## config.mk

```make
export PLATFORM = sky130hd
export DESIGN_NAME = aes_arbiter
export DESIGN_NICKNAME = d
export VERILOG_FILES = /design/src/rtl/aes_arbiter.sv
export SDC_FILE = /design/constraint.sdc
export NUM_CORES = 1
export LEC_CHECK = 0
export BUFFER_PORTS_ARGS = -buffer_cell sky130_fd_sc_hd__buf_2
export CAP_MARGIN = 20
export CORE_AREA = 2 2 400 402
export CTS_BUF_LIST = sky130_fd_sc_hd__clkbuf_16
export DETAILED_ROUTE_END_ITERATION = 7
export DIE_AREA = 0 0 402 404
export HOLD_SLACK_MARGIN = 0.05
export PLACE_DENSITY = 0.3
export SKIP_CTS_REPAIR_TIMING = 1
export SLEW_MARGIN = 20
export SYNTH_ARGS = -nofsm -noshare
export SYNTH_HDL_FRONTEND = slang
export SYNTH_SLANG_ARGS = --single-unit
export TNS_END_PERCENT = 1
```

## constraint.sdc

```tcl
create_clock -name clk -period 2.7 [get_ports clk]
set_clock_uncertainty 0.15 [all_clocks]
set_input_delay 0 -clock clk [delete_from_list [all_inputs] [get_ports clk]]
set_output_delay 0 -clock clk [all_outputs]
set_load 0.005 [all_outputs]
```

## src/rtl/aes_arbiter.sv

```systemverilog
// Two-requester round-robin front end for one shared AES-128 core.
// One job is in flight at a time; a job is aborted with an error if the core stays busy too long.
module aes_arbiter #(
   parameter int TIMEOUT_CYCLES = 32
) (
   input  logic         clk,
   input  logic         rst_n,
   input  logic         req0_valid_i,
   output logic         req0_ready_o,
   input  logic [127:0] req0_key_i,
   input  logic [127:0] req0_data_i,
   input  logic         req1_valid_i,
   output logic         req1_ready_o,
   input  logic [127:0] req1_key_i,
   input  logic [127:0] req1_data_i,
   output logic         rsp_valid_o,
   input  logic         rsp_ready_i,
   output logic         rsp_id_o,
   output logic [127:0] rsp_data_o,
   output logic         rsp_err_o,
   output logic         core_load_o,
   output logic [127:0] core_key_o,
   output logic [127:0] core_data_o,
   input  logic         core_busy_i,
   input  logic [127:0] core_data_i
);

   localparam int CW = $clog2(TIMEOUT_CYCLES + 1);
   localparam logic [CW-1:0] T_MAX = CW'(TIMEOUT_CYCLES);

   typedef enum logic [2:0] {IDLE, LOAD, SETTLE, WAIT, RESP} state_t;

   state_t        state;
   logic          last_grant;
   logic          grant;
   logic          accept;
   logic          job_id;
   logic [127:0]  job_key;
   logic [127:0]  job_data;
   logic [CW-1:0] cnt;
   logic [CW-1:0] cnt_inc;

   // On a tie the requester that was not served last wins.
   always_comb begin
      grant = 1'b0;
      if (req0_valid_i && req1_valid_i) grant = ~last_grant;
      else                              grant = req1_valid_i;
   end

   assign req0_ready_o = rst_n && (state == IDLE) && !grant && req0_valid_i;
   assign req1_ready_o = rst_n && (state == IDLE) &&  grant && req1_valid_i;
   assign accept       = req0_ready_o | req1_ready_o;

   assign cnt_inc     = (cnt == T_MAX) ? cnt : cnt + 1'b1;
   assign rsp_id_o    = job_id;
   assign core_key_o  = job_key;
   assign core_data_o = job_data;

   always_ff @(posedge clk) begin
      if (!rst_n) begin
         state       <= IDLE;
         last_grant  <= 1'b1;
         cnt         <= '0;
         job_id      <= 1'b0;
         job_key     <= '0;
         job_data    <= '0;
         core_load_o <= 1'b0;
         rsp_valid_o <= 1'b0;
         rsp_data_o  <= '0;
         rsp_err_o   <= 1'b0;
      end else begin
         core_load_o <= 1'b0;
         case (state)
            IDLE: begin
               if (accept) begin
                  job_id      <= grant;
                  job_key     <= grant ? req1_key_i  : req0_key_i;
                  job_data    <= grant ? req1_data_i : req0_data_i;
                  core_load_o <= 1'b1;
                  state       <= LOAD;
               end
            end
            LOAD: state <= SETTLE;
            SETTLE: begin
               // busy is not trustworthy yet; just arm the timeout
               cnt   <= '0;
               state <= WAIT;
            end
            WAIT: begin
               if (!core_busy_i) begin
                  rsp_data_o  <= core_data_i;
                  rsp_err_o   <= 1'b0;
                  rsp_valid_o <= 1'b1;
                  state       <= RESP;
               end else begin
                  cnt <= cnt_inc;
                  if (cnt_inc == T_MAX) begin
                     rsp_data_o  <= '0;
                     rsp_err_o   <= 1'b1;
                     rsp_valid_o <= 1'b1;
                     state       <= RESP;
                  end
               end
            end
            RESP: begin
               if (rsp_ready_i) begin
                  rsp_valid_o <= 1'b0;
                  last_grant  <= job_id;
                  state       <= IDLE;
               end
            end
            default: state <= IDLE;
         endcase
      end
   end

endmodule

```

==> metrics.md <==
| Metric | Value |
|---|---|
| GP Congestion | `0.802` |
| CP Buf/Inv Count | `1` |
| Placement Setup Slack | `0.196 ns` |
| Critical path class | `flop to flop` |
| Power per Cell Area | `~500 nW/µm²` |
| Num CTS Buffers | `between 50 and 60` |
| Origin of the critical flop-to-flop path | `cnt[1]` |
| VDD IR max | `about 440 µV` |
| Final Max Tran Viols | `0` |
| Critical-path cell list | `ha_1, nand3_1, xnor2_1, o311a_1, nor3_4, buf_12, a21oi_1` |
| Max incr delay on CP | `0.42 ns` |
| Clk slew on worst S/H paths | `~0.060 ns` |
| Sw power | `about 5.2 mW` |
| Die H | `between 400 and 500 µm` |
| Final setup fails | `0` |
| Prevailing post-synth register cell | `dfxtp_1` |
| Power Total | `between 15 and 20 mW` |
| Via-to-Cell Ratio | `3.74` |
| Yosys top cell area share | `between 40 and 50%` |
| Die Wd | `roughly 400 µm` |
| Seq pwr share | `37.4%` |
| Root buffer cell | `clkbuf_16` |
| Layout area overhead | `97.2%` |
| DRT Pass-1 Iters | `5` |
| Hold Crit Depth | `4` |
| Worst-Margin Slew | `about 1.0 ns` |
| Synthesis Warnings | `0` |
| Total Routing Usage GR | `around an eighth` |
| Req. time, crit path | `~3.1 ns` |
| Avg WL per Cell | `between 15 and 20 µm` |
| Hold endpoint | `rsp_data_o[30]` |
| Worst R2R Setup Slack | `0.20 ns` |
| CORE AREA | `approximately 160,000 µm²` |
| Static leakage | `around 19 nW` |
| First-pass GRT wire length | `about 150,000 µm` |
| CP Launch Point | `cnt[1]` |
| Pin count of the biggest net entering global routing | `154` |
| Max-slew headroom | `between 30 and 40%` |
| Final worst-path cycle share | `approximately 93%` |
| Seq/Total Area, Yosys | `~45%` |
| Post-DP Area | `about 26,000 µm²` |
| Critical Path AT | `roughly 2.9 ns` |
| Critical Path Start Type | `flop` |
| Share of layout cells above drive strength 1 | `around 30%` |
| Worst-path fanout max | `52` |
| Status | `finished clean` |
| Clock sinks | `398` |
| Max H-tree Level | `2` |
| Switching share of total power | `~30%` |
| Final ANT Viol Nets | `0` |
| Top cells by area, synth | `dfxtp_1 45%, nand2_1 17%, o211a_1 14%, nand3_1 7.4%, a21o_1 5.5%` |
| Multiplexer share of the synthesized area | `less than 1%` |
| Syn nets | `around 2,900` |
| Crit path time final | `approximately 2.5 ns` |
| Dominant cell type by area after synthesis | `dfxtp_1` |
| Cells after Synth | `between 2,000 and 2,500` |
| Final core occ | `about 22%` |
| Starting density of the core | `approximately 11%` |
| Avg Inst Size Synth | `roughly 8 µm²` |
| MaxCap Viol Count | `0` |
| Initial antenna violation count | `24` |
| Synth async-reset ratio | `0%` |
| CTS tree | `done` |
| Fin area | `35,000 µm²` |
| Die ar. | `approximately 160,000 µm²` |
| Combinational power share | `21.3%` |
| Longest Clk Path Bufs | `3` |
| GRT overflow | `0` |
| Initial drt markers | `1,159` |
| Commonest cells post-synth | `780 x nand2_1, 398 x dfxtp_1, 262 x nand3_1, 256 x o211a_1` |
| CP Capture Type | `flop` |
| DPL Wire Length | `between 80,000 and 90,000 µm` |
| Mapped Area | `around 18,000 µm²` |
| Cell Int Power | `roughly 12 mW` |
| IO Pins | `1,036` |
| Reg2reg end | `rsp_data_o[113]` |
| Adder-Cell Fraction of Synth Area | `0.141%` |
| Synthesized flop and latch total | `a little under 400` |
| Post-Synth XOR/XNOR Area | `0.0988%` |
| Vias | `around 23,000` |
| Synth cell types | `39` |
| Worst-skew pair later-pin latency | `between 0.6 and 0.7 ns` |
| Largest delay share family, worst path | `compound AO/OA/AOI/OAI gates` |
| Clock power frac | `between 40% and 50%` |
| Most numerous cell in the Yosys netlist | `nand2_1` |
| Vias in the first global route | `~20,000` |
| R2R depth | `7` |
| Post-synth EDFFs | `0` |
| Post-synthesis compound-gate area fraction | `approximately 24%` |
| Rows | `146` |
| Worst Hold Class | `input port to flop` |
| Final Hold Fails | `0` |
| F_max | `~400 MHz` |
| RSZ-0062 raised after global routing | `false` |
| Post-Route WL | `117,000 µm` |
| CP max stage cell | `dfxtp_1` |
| Worst Min Path Start | `core_data_i[30]` |
| Buffers on Ports | `around 1,000` |
| Nets | `between 4,000 and 5,000` |
| Simple-gate share of the synthesized area | `between 20% and 30%` |
| Main combinational cell family by area after synthesis | `simple AND/OR/NAND/NOR gates` |
| Fin worst setup slack | `approximately 0.20 ns` |
| DRC | `0` |
-- power groups by stage --
| stage | sequential [mW] | combinational (mW) | clock (mW) |
|---|---|---|---|
| finish | 6.56 | 3.73 | 7.24 |
| global route | 6.61 | 4.07 | 7.79 |
| CTS | 6.55 | 2.83 | 7.60 |
| detailed placement | 6.68 | 2.82 | 0 |
| global placement | 6.68 | 2.84 | 0 |
| floorplan | 6.67 | 1.15 | 0 |
-- kinds of logic (layout without fill, tap and decap cells) --
group	after synthesis	count (layout)
xor gates and xnor gates	2	2
DFF	398	398
AOI/OAI and AO/OA	535	535
muxes	1	1
and+or+nand+nor	1080	1081
buffers and inverters	203	1987
adders and majority gates	2	2
other	0	11
-- cell usage in the layout (no fill, tap or decap), types with 2 or more instances in the layout --
master            n
nand2_1         778
dlygate4sd3_1   754
nor2b_1           6
xnor2_1           2
or3_1             2
nand2b_1          2
inv_6             2
ha_1              2
bufinv_16         2
clkinv_1         13
clkbuf_16        58
o21a_1            5
and2_1            3
diode_2          11
a21boi_0          3
inv_1            17
and3_1            2
nor3b_2           2
clkinv_2         10
a21o_1          130
o211a_1         256
dfxtp_1         398
buf_12           26
a21oi_1         130
nand3_1         262
clkinvlp_4        4
buf_2          1034
buf_4            64
nor2_1            7
nor3_1            5
o21ai_0           4
-- how the worst max path moves through the flow --
| stage | end | slack, ns | cells after the start |
|---|---|---|---|
| 2_1_floorplan | rsp_data_o[100] | 0.55 | 8 |
| 3_3_place_gp | rsp_data_o[90] | 0.18 | 8 |
| 3_5_place_dp | rsp_data_o[49] | 0.20 | 8 |
| 4_1_cts | req0_ready_o | -0.16 | 6 |
| 5_1_grt | rsp_data_o[89] | 0.01 | 8 |
| 6_report | rsp_data_o[113] | 0.20 | 7 |
-- state kept, by name, summed over array words and instances (netlist names), 3 cells and up --
register / flops
core_data_o: 128
core_key_o: 128
rsp_data_o: 128
cnt: 6
state: 3
-- worst reg2reg max path, cell delays in order (launching register included) --
cell,delay (ns)
dfxtp_1,0.42
ha_1,0.27
nand3_1,0.16
xnor2_1,0.18
o311a_1,0.40
nor3_4,0.28
buf_12,0.28
a21oi_1,0.21
-- area by class of cell --
class	count	area [µm²]
clock buffer	58	1450
tap	2072	2590
antenna	11	27.5
inverter	2	7.51
sequential	398	7970
timing repair buffer	1879	13700
fill	17700	123000
clock inverter	48	288
multi-input combinational	1621	8910
-- routing by layer --
metal	track usage, %	wire [µm]	vias up	part of all wire, %
li1	-	-	11200	-
met2	22.4	57700	793	49
met3	4.87	8310	159	7.1
met4	4.48	3410	6	2.9
met5	0	31	-	0.027
met1	14.5	47500	10700	41
-- metrics by stage --
stage               setup TNS [ns]  hold slack [ns]  instances
floorplan                        0          -0.0250       2221
global placement                 0            0.105       5216
detailed placement               0            0.106       5216
CTS                         -0.156           -0.644       5322
global route                     0           0.0452       6087
finish                           0           0.0626       6089
Power figures use the tool's default switching activity.
